`src/rtl/truth_table_sweeper.sv`:
```
// truth_table_sweeper
// Steps an N_IN-bit input vector through every code in ascending order. Each
// code is held for SETTLE+1 cycles. On the edge that ends the hold window, the
// block samples a sum-of-products output and a product-of-sums output of the
// same function. The samples are packed into two truth-table words. A sticky
// flag records the lowest code at which the two forms disagree.
//
// Ports:
//   clk        clock, rising-edge
//   rst        asynchronous active-high reset
//   start      begin a sweep (accepted in IDLE or DONE only)
//   vec        vector driven to the function under test (vec[N_IN-1] = a)
//   sop_in     sum-of-products output of the function under test
//   pos_in     product-of-sums output of the function under test
//   busy       sweep in progress
//   done       sweep complete; held until the next accepted start or reset
//   table_sop  captured sop_in; bit k corresponds to vec==k
//   table_pos  captured pos_in; bit k corresponds to vec==k
//   mismatch   sticky; the two forms disagreed somewhere in this sweep
//   first_bad  lowest disagreeing code; meaningful only when mismatch=1
`timescale 1ns/1ps
module truth_table_sweeper #(
  parameter int unsigned N_IN   = 4,
  parameter int unsigned SETTLE = 1
) (
  input  logic                    clk,
  input  logic                    rst,
  input  logic                    start,
  output logic [N_IN-1:0]         vec,
  input  logic                    sop_in,
  input  logic                    pos_in,
  output logic                    busy,
  output logic                    done,
  output logic [(1<<N_IN)-1:0]    table_sop,
  output logic [(1<<N_IN)-1:0]    table_pos,
  output logic                    mismatch,
  output logic [N_IN-1:0]         first_bad
);

  localparam int unsigned TW       = 1 << N_IN;
  localparam logic [7:0]  SETTLE_L = 8'(SETTLE);

  typedef enum logic [1:0] {
    S_IDLE,
    S_HOLD,
    S_SAMPLE,
    S_DONE
  } state_t;

  state_t            state_q, state_d;
  logic [7:0]        cnt_q,   cnt_d;
  logic [N_IN-1:0]   vec_q,   vec_d;
  logic              busy_q,  busy_d;
  logic              done_q,  done_d;
  logic [TW-1:0]     tsop_q,  tsop_d;
  logic [TW-1:0]     tpos_q,  tpos_d;
  logic              mis_q,   mis_d;
  logic [N_IN-1:0]   fb_q,    fb_d;

  always_ff @(posedge clk or posedge rst) begin
    if (rst) begin
      state_q <= S_IDLE;
      cnt_q   <= '0;
      vec_q   <= '0;
      busy_q  <= 1'b0;
      done_q  <= 1'b0;
      tsop_q  <= '0;
      tpos_q  <= '0;
      mis_q   <= 1'b0;
      fb_q    <= '0;
    end else begin
      state_q <= state_d;
      cnt_q   <= cnt_d;
      vec_q   <= vec_d;
      busy_q  <= busy_d;
      done_q  <= done_d;
      tsop_q  <= tsop_d;
      tpos_q  <= tpos_d;
      mis_q   <= mis_d;
      fb_q    <= fb_d;
    end
  end

  always_comb begin
    state_d = state_q;
    cnt_d   = cnt_q;
    vec_d   = vec_q;
    busy_d  = busy_q;
    done_d  = done_q;
    tsop_d  = tsop_q;
    tpos_d  = tpos_q;
    mis_d   = mis_q;
    fb_d    = fb_q;

    case (state_q)
      S_IDLE, S_DONE: begin
        if (start) begin
          state_d = S_HOLD;
          cnt_d   = SETTLE_L;
          vec_d   = '0;
          busy_d  = 1'b1;
          done_d  = 1'b0;
          tsop_d  = '0;
          tpos_d  = '0;
          mis_d   = 1'b0;
          fb_d    = '0;
        end
      end

      // The counter is loaded with SETTLE. HOLD therefore lasts SETTLE cycles,
      // and SAMPLE adds one more. A code stays on vec for SETTLE+1 cycles in
      // total.
      S_HOLD: begin
        cnt_d = cnt_q - 8'd1;
        if (cnt_q == 8'd1) begin
          state_d = S_SAMPLE;
        end
      end

      S_SAMPLE: begin
        tsop_d[vec_q] = sop_in;
        tpos_d[vec_q] = pos_in;
        // Codes are visited in ascending order, so the first disagreement
        // seen is also the lowest.
        if ((sop_in != pos_in) && !mis_q) begin
          mis_d = 1'b1;
          fb_d  = vec_q;
        end
        if (vec_q == '1) begin
          state_d = S_DONE;
          busy_d  = 1'b0;
          done_d  = 1'b1;
        end else begin
          state_d = S_HOLD;
          vec_d   = vec_q + N_IN'(1);
          cnt_d   = SETTLE_L;
        end
      end

      default: state_d = S_IDLE;
    endcase
  end

  assign vec       = vec_q;
  assign busy      = busy_q;
  assign done      = done_q;
  assign table_sop = tsop_q;
  assign table_pos = tpos_q;
  assign mismatch  = mis_q;
  assign first_bad = fb_q;

endmodule

```
`config.mk`:
```
export PLATFORM = sky130hd
export DESIGN_NAME = truth_table_sweeper
export DESIGN_NICKNAME = d
export VERILOG_FILES = /design/src/rtl/truth_table_sweeper.sv
export SDC_FILE = /design/constraint.sdc
export NUM_CORES = 1
export LEC_CHECK = 0
export ABC_AREA = 1
export CORE_UTILIZATION = 35
export DETAILED_ROUTE_END_ITERATION = 10
export HOLD_SLACK_MARGIN = 0.02
export RECOVER_POWER = 50
export SLEW_MARGIN = 0
export SYNTH_ARGS = -nofsm -noshare
export SYNTH_HDL_FRONTEND = slang
export SYNTH_SLANG_ARGS = --single-unit
```
`constraint.sdc`:
```
create_clock -name clk -period 3 [get_ports clk]
set_input_delay 0.45 -clock clk [delete_from_list [all_inputs] [get_ports clk]]
set_output_delay 0.45 -clock clk [all_outputs]
set_load 0.05 [all_outputs]
```
-- Yosys cells after proc, flatten, opt, wreduce, memory -nomap -nowiden
Index checks and enable logic that the tools add are counted.
- add/subtract/negate cells: 2
- order comparisons: 2
- equal/unequal tests: 11
- muxes and demuxes: 27
- reductions and logical operators: 12
- operators by type and width (cell ; count):
    one-hot mux 16 bit (2 select lines) ; 2
    bitwise mux 16 bit ; 2
    one-hot mux 8 bit (3 select lines) ; 1
    2-to-1 mux 16 bit ; 1
    2-to-1 mux 8 bit ; 2
    one-hot mux 4 bit (2 select lines) ; 2
    2-to-1 mux 4 bit ; 3
    != test 2 bit, second input constant ; 5
    AND reduction 3 bit ; 3
    == test 8 x 1 -> 1 bit, second input constant ; 1
    subtractor 8 x 1 -> 8 bit, second input constant ; 1
    2-to-1 mux 1 bit ; 6
    2-to-1 mux 2 bit ; 3
    one-hot mux 1 bit (2 select lines) ; 3
    one-hot mux 2 bit (3 select lines) ; 1
    AND reduction 2 bit ; 3
    < comparator 4 x 5 -> 1 bit, second input constant ; 1
    adder 4 x 1 -> 4 bit, second input constant ; 1
    demux 1 bit (select 4 bit) ; 1
    == test 2 bit, second input constant ; 2
    == test 4 bit, second input constant ; 1
    >= comparator 4 x 1 -> 1 bit, second input constant ; 1
    == test 2 x 1 -> 1 bit, second input constant ; 1
    logical AND 1 bit ; 2
    5 further kinds ; 5
- register bits: 53
- input bits: 5
- output and inout port bits: 43

-- Depth between registers and ports, before layout
Gate-level depths: netlist of the first run.
- depth after elaboration: 6
- mapped depth: 10
- depth with buffers taken out: 9

-- Worst setup path before layout of the first run
Ideal clock, no wire load.
- path type: reg2reg
- from: register vec_q[1], in the netlist vec[1]
- to: register cnt_q[7]
- data arrival time: 1.594 ns
- data required time: 2.883 ns
- path slack: 1.289 ns
- cell stages (with the launch flop): 9
- path through: dfrtp_1 -> ha_1 -> nand3_4 -> nor2_4 -> nor2_4 -> nand2_2 -> nand2_1 -> nand2_1 -> nor2_1
- word-level cells in the longest chain between the ends: 3
- ends and longest elaborated chain (item ; RTL line ; RTL):
    from (decl) ; 52 ; logic [N_IN-1:0] vec_q, vec_d;
    from (signal assigned) ; 74 ; vec_q <= vec_d;
    == test 4 bit ; 129 ; if (vec_q == '1) begin
    != test 2 bit (no line) ; -- ;
    AND reduction 2 bit (no line) ; -- ;
    to (signal assigned) ; 73 ; cnt_q <= cnt_d;
    to (decl) ; 51 ; logic [7:0] cnt_q, cnt_d;
No other way between the ends.
A chain may end at the register's enable or synchronous reset.

-- Worst setup path after layout of the first run
- from: register state_q[0]
- to: register cnt_q[0]
- word-level cells in the longest chain between the ends: 4
- ends and longest elaborated chain (item ; RTL line ; RTL):
    from (decl) ; 50 ; state_t state_q, state_d;
    from (signal assigned) ; 72 ; state_q <= state_d;
    == test 2 bit or zero test 2 bit (tied branches) ; 95 ; case (state_q)
    OR reduction 2 bit ; 95 ;
    != test 2 bit (no line) ; -- ;
    AND reduction 2 bit (no line) ; -- ;
Several ways; a longest one is shown, not always the timed one.

==> results of run 1 <==
==> registers in the layout, indices dropped and copies added (netlist names) <==
register,count
table_sop,16
done,1
mismatch,1
cnt_q,8
table_pos,16
vec,4
busy,1
first_bad,4
state_q,2
==> power by group through the flow <==
stage          sequential (mW)  clock [mW]  combinational (mW)
2_1_floorplan             1.05           0               0.855
3_3_place_gp             0.910           0                1.26
3_5_place_dp             0.911           0                1.29
4_1_cts                  0.898       0.532                1.29
5_1_grt                  0.914       0.553                1.43
6_report                 0.897       0.512                1.28
==> cells in the final DEF (no fill, tap or decap), types with 2 or more instances in the layout <==
cell	n
dfrtp_1	53
nand2_1	56
o21ai_1	4
o21ai_0	22
a21oi_1	13
nor2_1	14
inv_2	3
clkbuf_8	6
nand4_1	6
ha_1	9
nand2_2	2
o22ai_1	25
nand2_4	3
clkdlybuf4s50_1	46
nand3_1	21
nor2_2	2
inv_1	50
==> Yosys cell counts, types with 2 or more instances <==
cell type and instances:
inv_2 3, nand2_1 56, nor2_4 2, o22ai_1 25, inv_1 51, a21oi_1 13, buf_6 3, nor2_1 13
o21ai_1 5, ha_1 9, nor2_2 2, nand2_4 3, buf_4 3, nand3_1 21, dfrtp_1 53, o21ai_0 21
nand2_2 2, nand4_1 6
==> logic make-up (layout without fill, tap and decap cells) <==
group                    after synthesis  count (layout)  share of synthesized area
XOR/XNOR                               1               1                    0.00334
flip-flops                            53              53                      0.505
AND/OR/NAND/NOR                      108             108                      0.201
buffers and inverters                 64             113                      0.107
AO/OA/AOI/OAI                         65              65                      0.140
adder cells (fa/ha/maj)                9               9                     0.0429
==> stage by stage <==
step                instance area [µm²]  instances  power, mW
floorplan                          2630        300       1.91
global placement                   3170        440       2.17
detailed placement                 3170        440       2.20
CTS                                3290        448       2.72
global route                       3280        448       2.90
finish                             3280        448       2.69
==> final cells by class <==
type	instances	area, µm²
timing repair buffer	49	479
clock inverter	2	37.5
clock buffer	6	82.6
fill	713	3980
sequential	53	1330
inverter	56	218
tap	99	124
multi-input combinational	183	1010
==> per-layer routing <==
layer | GRT usage | wire length, µm | part of all wire | vias to the layer above
li1 | - | - | - | 1074
met1 | 0.250 | 3040 | 0.51 | 1005
met2 | 0.231 | 2520 | 0.43 | 40
met3 | 0.0410 | 248 | 0.042 | 7
met4 | 0.0557 | 97 | 0.016 | 0
met5 | 0 | 0 | 0 | -
==> critical path: cells and delay by family (launching register included) <==
| kind | cells | cell delay [ns] |
|---|---|---|
| DFF | 1 | 0.40 |
| adders and majority gates | 1 | 0.24 |
| and+or+nand+nor | 4 | 0.84 |
| AOI/OAI and AO/OA | 1 | 0.08 |
| buffers and inverters | 3 | 0.77 |
==> how the worst max path moves through the flow <==
stage | start | endpoint | slack [ns]
global route | state_q[0] | cnt_q[0] | 0.30
detailed placement | vec[2] | vec[2] | 1.02
global placement | vec[2] | vec[2] | 1.05
CTS | vec[2] | vec[2] | 0.67
finish | state_q[0] | cnt_q[0] | 0.56
floorplan | rst | busy | 1.26
==> impl_metrics.ini, run 1 <==
[place]
gp_congestion = 0.785
hpwl_mm = 4.00
dpl_worst_slack_ns = 1.02
io_buffers = 47

[timing]
drv_slew = 0
clock_skew_ns = 0.00725
rsz0062_at_grt = false
setup_tns_ns = 0
setup_ws_ns = 0.561
fin_crit_sh = 0.813
period_needed_ns = 2.44
setup_violations = 0
max_slew_margin = 0.115
worst_slew_pin_slew_ns = 1.33
hold_ws_ns = 0.488
fmax_mhz = 410
final_hold_viol_count = 0

[clock_tree]
cts_made_buffers = 5
cts_hold_buf = 0
clock_path_buffers = 2
cts_tree = done
path_clk_slew_ns = 0.10
cts_resized = 0
cts.htree.levels = 2
cts_post_setup_buffers_inserted = 0
cts_root_buf = clkbuf_8
cts_num_sinks = 53
insertion_delay_ns = 0.31

[critical_path]
cp_common_cell = nand2_1
worst-path-max-fanout = 18
ff2ff_setup_slack_ns = 0.56
r2r_cells = 9
worstPathRequired_ns = 3.20
crit_type = flop to flop
worst_setup_path_start_kind = flop
path_cells = inv_1, ha_1, clkbuf_1, inv_6, nor2_4, nor2_1, nand2_1, nand2_1, o21ai_0
critPathMaxStageDelay_ns = 0.52
critPathSlowestCell = nor2_1
worstPathArrival_ns = 2.64
r2r_start = state_q[0]
reg2reg_to = cnt_q[0]
critPathCaptureType = flop

[status]
run_status = complete, no violations

[worst_hold_path]
hold_class = flop to flop
holdCritStartpoint = first_bad[3]
min_delay_path_depth = 2
hold-path-endpoint = first_bad[3]

[pwr]
max-vdd-ir-drop_uv = 394
p_per_area_nw_per_um2 = 820
switching_power_mw = 1.21
sequentialPowerShare = 0.334
p_sw_frac = 0.449
internal_power_mw = 1.48
pwr-share-comb = 0.475
leakagePower_nw = 1.45
pwr-share-clk = 0.190

[synth]
yosys_most_used_dff = dfrtp_1
synth_edf_count = 0
synth_cell_types = 27
synth_async_sr_flop_share = 1.00
synth.top_cells.by_area = dfrtp_1 51%, nand2_1 8.0%, inv_1 7.3%, o22ai_1 6.0%, ha_1 4.3%
synth_fp_nets = 314
syn_inst = 300
postSynthAreaPerCell_um2 = 8.75
yosys_warnings = 0
seq_area_frac_synth = 0.505
yosys.area.top_type = dfrtp_1
syn_area_um2 = 2630
ys_ff_latch = 53
yosys.area.top_type_share = 0.505

[cells_and_area]
fin_nets = 362
drive_above_1_share = 0.0716
final_core_util = 0.452
num_antenna_cells = 0
areaGrowthSynthToFinish_pct = 24.8

[global_route]
grt_max_degree = 54
grtUsageTotal = 0.166
grt_pass1_vias = 2025
grt_pass1_wl_mm = 9.93
grt_overflow = 0
grt_antenna_before_repair = 0

[floorplanning]
start_util = 0.362
num_io_pins = 48
die_area_um2 = 7850
rows = 31
die_h_um = 88.6
die_x_um = 88.6
core_area_um2 = 7250

[routing]
vias_per_cell = 4.75
drt-initial-drc-count = 106
routed_wl_mm = 5.90
num_vias = 2126
drc = 0
drt_first_pass_iters = 4
wl_per_cell_um = 13.2
ant_nets = 0

[run]
drv_cap = 0
No activity file was read; power rests on OpenSTA's default activity.
==> inputs of run 2 (changes only) <==
Clock period 3 ns to 2.55 ns, I/O delays scaled along.
==> run 2 against run 1 <==
  * Clock skew rose by 0.0020 ns
  * Largest cell class unchanged
  * Utilization fell by 0.47 points
  * Sequential share of layout area increased by 0.42 points
  * Critical path depth down 1
  * Highest routed layer unchanged
  * Critical path type unchanged
==> impl_metrics.ini, run 2 (synthesis results as in run 1) <==
[critical_path]
worstPathArrival_ns = 2.44
ff2ff_setup_slack_ns = 0.34
worst_setup_path_start_kind = flop
r2r_start = state_q[0]
reg2reg_to = cnt_q[6]
critPathCaptureType = flop
r2r_cells = 8
worst-path-max-fanout = 18
crit_type = flop to flop
worstPathRequired_ns = 2.78

[routing]
num_vias = 2165
drc = 0
vias_per_cell = 4.81
drt-initial-drc-count = 139
drt_first_pass_iters = 4
wl_per_cell_um = 13.2
ant_nets = 0
routed_wl_mm = 5.95

[global_route]
grt_max_degree = 28
grt_overflow = 0
grtUsageTotal = 0.170
grt_pass1_wl_mm = 10.0
grt_pass1_vias = 2056
grt_antenna_before_repair = 0

[worst_hold_path]
hold-path-endpoint = first_bad[0]
holdCritStartpoint = first_bad[0]
hold_class = flop to flop
min_delay_path_depth = 2

[clock_tree]
cts_root_buf = clkbuf_8
cts_post_setup_buffers_inserted = 0
cts_hold_buf = 0
cts_made_buffers = 5
cts.htree.levels = 2
path_clk_slew_ns = 0.10
clock_path_buffers = 2
cts_num_sinks = 53
cts_resized = 0
cts_tree = done
insertion_delay_ns = 0.32

[run]
drv_cap = 0

[floorplanning]
die_h_um = 88.6
start_util = 0.362
rows = 31
die_area_um2 = 7850
core_area_um2 = 7250
num_io_pins = 48
die_x_um = 88.6

[place]
postPlaceCellArea_um2 = 3190
dpl_worst_slack_ns = 0.711
gp_congestion = 0.775
io_buffers = 47
hpwl_mm = 4.26
dp.cells = 442

[timing]
max_slew_margin = 0.331
setup_tns_ns = 0
fin_crit_sh = 0.867
final_hold_viol_count = 0
fmax_mhz = 452
clock_skew_ns = 0.00923
hold_ws_ns = 0.499
rsz0062_at_grt = false
period_needed_ns = 2.21
setup_ws_ns = 0.340
drv_slew = 0
setup_violations = 0
worst_slew_pin_slew_ns = 1.00

[pwr]
totalPowerFinal_mw = 3.06
max-vdd-ir-drop_uv = 527
p_per_area_nw_per_um2 = 943
leakagePower_nw = 1.44

[cells_and_area]
layout_common_cells = 58 x nand2_1, 53 x dfrtp_1, 52 x inv_1
areaGrowthSynthToFinish_pct = 23.5
finalInstanceArea_um2 = 3240
final_core_util = 0.447
num_antenna_cells = 0
fin_nets = 364
drive_above_1_share = 0.0627
final_common_cell = nand2_1
fin_cells = 450

[status]
run_status = complete, no violations
==> run 2: changes by cell type in the layout (fill, tap and decap cells not counted), moves of 2 or more <==
| cell | change |
|---|---|
| nand2_4 | -2 |
| buf_4 | +2 |
| clkinv_4 | +2 |
| inv_1 | +2 |
| nand2_1 | +2 |
==> run 2: worst max-delay path by stage <==
stage	cells past startpoint	startpoint	endpoint	slack, ns
2_1_floorplan	8	vec[1]	cnt_q[7]	0.84
3_3_place_gp	1	vec[3]	vec[3]	0.72
3_5_place_dp	1	vec[3]	vec[3]	0.71
4_1_cts	1	vec[3]	vec[3]	0.36
5_1_grt	8	state_q[0]	cnt_q[6]	0.18
6_report	8	state_q[0]	cnt_q[6]	0.34
==> run 2: report_power, final <==
group	switching, mW	leakage, nW	internal [mW]
clock	0.304	0.0487	0.201
combinational	1.03	0.663	0.466
sequential	0.102	0.725	0.956
==> run 2: cell type report <==
cell class,instances,area [µm²]
Timing Repair Buffer,51,493
Fill cell,717,4010
Clock inverter,3,26.3
Sequential cell,53,1330
Tap cell,99,124
Multi-Input combinational cell,183,987
Inverter,56,218
Clock buffer,5,68.8
==> run 2: critical path, stage by stage, from the launching register on <==
cell,delay [ns]
dfrtp_1,0.41
inv_1,0.06
ha_1,0.24
buf_4,0.23
inv_6,0.12
nor2_1,0.09
nor2_1,0.53
inv_1,0.20
o21ai_0,0.24
==> run 2: routing by layer <==
metal	share of wire	vias up	wire length (µm)	global-route usage
met1	0.49	1033	2910	0.235
met3	0.046	5	275	0.0382
met5	0	-	0	0
li1	-	1081	-	-
met4	0.011	0	68	0.0484
met2	0.45	46	2690	0.266
==> inputs of run 3 (changes only) <==
Settings changed: ABC_AREA 1 to 0, ABC_CLOCK_PERIOD_IN_PS set to 2550.
==> run 3 against run 2 <==
  * Clock power grew 16%
  * Cell area grew 8.1%
  * First-iteration DRC count grew 22%
  * Combinational power shrank 7%
  * Sequential share of layout area shrank 3.1 points
  * Fmax shrank 2.2%
  * Final cell count is the same
==> impl_metrics.ini, run 3 <==
[status]
run_status = complete, no violations

[run]
drv_cap = 0

[clock_tree]
cts_num_sinks = 53
cts_resized = 0
insertion_delay_ns = 0.31
cts_root_buf = clkbuf_8
cts_tree = done
cts_made_buffers = 5
clock_path_buffers = 2
cts_post_setup_buffers_inserted = 0
path_clk_slew_ns = 0.10
cts.htree.levels = 2
cts_hold_buf = 0

[synth]
seq_area_frac_synth = 0.466
yosysMostFrequentCell = dfrtp_1
syn_inst = 306
syn_area_um2 = 2850
synth_fp_nets = 320
synth_async_sr_flop_share = 1.00
postSynthAreaPerCell_um2 = 9.31
synth_edf_count = 0
yosys_warnings = 0
yosys-top-cells-count = 53 x dfrtp_1, 38 x nand2_1, 32 x nand3_1
yosys_most_used_dff = dfrtp_1
synth_cell_types = 44
synth.top_cells.by_area = dfrtp_1 47%, nand3_1 5.6%, nand2_1 5.0%, a21oi_1 4.6%, ha_1 4.0%
yosys.area.top_type = dfrtp_1
yosys.area.top_type_share = 0.466
ys_ff_latch = 53

[critical_path]
critPathMaxStageDelay_ns = 0.51
worstPathArrival_ns = 2.47
crit_type = flop to flop
worst_setup_path_start_kind = flop
ff2ff_setup_slack_ns = 0.29
worstPathRequired_ns = 2.76
critPathSlowestCell = ha_1
critPathCaptureType = flop
path_cells = inv_1, ha_1, mux2i_4, buf_4, nor2_1, mux2_2, a22o_1
worst-path-max-fanout = 34

[timing]
clock_skew_ns = 0.00813
drv_slew = 0
fin_crit_sh = 0.887
setup_tns_ns = 0
worst_slew_pin_slew_ns = 0.991
period_needed_ns = 2.26
rsz0062_at_grt = false
setup_ws_ns = 0.289
hold_ws_ns = 0.508
max_slew_margin = 0.339
final_hold_viol_count = 0
fmax_mhz = 442
setup_violations = 0

[routing]
drt_first_pass_iters = 4
ant_nets = 0
drc = 0
wl_per_cell_um = 14.6
drt-initial-drc-count = 170
routed_wl_mm = 6.55
vias_per_cell = 5.28
num_vias = 2376

[place]
dpl_worst_slack_ns = 0.379
io_buffers = 47
postPlaceCellArea_um2 = 3420
hpwl_mm = 4.57
gp_congestion = 0.752
dp.cells = 442

[cells_and_area]
fin_nets = 361
fin_cells = 450
multi_input_area_um2 = 1320
final_common_cell = dfrtp_1
fillers = 761
final_core_util = 0.449
finalInstanceArea_um2 = 3500
num_antenna_cells = 0
areaGrowthSynthToFinish_pct = 23.0
layout_common_cells = 53 x dfrtp_1, 38 x nand2_1, 34 x clkdlybuf4s50_1
register_area_um2 = 1330
drive_above_1_share = 0.0776

[floorplanning]
die_area_um2 = 8500
num_io_pins = 48
die_x_um = 92.2
rows = 32
die_h_um = 92.2
core_area_um2 = 7810
start_util = 0.365

[pwr]
totalPowerFinal_mw = 3.03
leakagePower_nw = 1.53
p_per_area_nw_per_um2 = 865
max-vdd-ir-drop_uv = 385

[global_route]
grt_max_degree = 36
grt_overflow = 0
grt_pass1_wl_mm = 11.2
grt_antenna_before_repair = 0
grtUsageTotal = 0.167
grt_pass1_vias = 2259

[worst_hold_path]
hold_class = flop to flop
-- run 3: cell types whose count changed in the layout (fill, tap and decap cells not counted), sizes merged, moves of 11 or more --
cell	previous run	this run
dlygate4sd3	1	13
clkdlybuf4s50	46	34
nand2	61	38
a22o	0	12
nor2	18	7
o21ai	27	7
inv	57	23
a21oi	13	26
-- run 3: where the power goes --
| part | switching, mW | leakage, nW | internal (mW) |
|---|---|---|---|
| combinational | 0.899 | 0.750 | 0.487 |
| sequential | 0.121 | 0.724 | 0.937 |
| clock | 0.292 | 0.0543 | 0.294 |
| total | 1.31 | 1.53 | 1.72 |
-- run 3: area by class of cell --
class / instances / area share
clock inverters: 3 / 0.0132
multi-input cells: 208 / 0.376
inverters: 23 / 0.0246
flip-flops and latches: 53 / 0.378
clock buffers: 5 / 0.0196
well taps: 102 / 0.0364
repair buffers: 56 / 0.152
-- run 3: routing by layer --
metal	routed length, µm	up-vias	track usage
met1	3220	1158	0.237
met5	0	-	0
met2	3020	46	0.258
li1	-	1165	-
met4	95	0	0.0482
met3	213	7	0.0315
-- run 3: cell families after synthesis --
family | share of synthesized area
and+or+nand+nor | 0.209
muxes | 0.0426
AOI/OAI and AO/OA | 0.171
xor gates and xnor gates | 0.00307
adders and majority gates | 0.0395
buffers and inverters | 0.0694
DFF | 0.466
-- run 3: worst paths after layout --
kind / from / cells past startpoint / end
max: state_q[0] / 7 / vec[2]
min: first_bad[0] / 1 / first_bad[0]
max reg2reg: state_q[0] / 7 / vec[2]
min reg2reg: first_bad[0] / 1 / first_bad[0]
max in group asynchronous: rst / 3 / table_sop[3]
min in group asynchronous: rst / 2 / busy
-- run 3: worst max-delay path: cells and delay by family, from the launching register on --
family | cells | cell delay [ns]
DFF | 1 | 0.39
buffers and inverters | 2 | 0.43
AOI/OAI and AO/OA | 1 | 0.17
adders and majority gates | 1 | 0.51
and+or+nand+nor | 1 | 0.08
muxes | 2 | 0.57
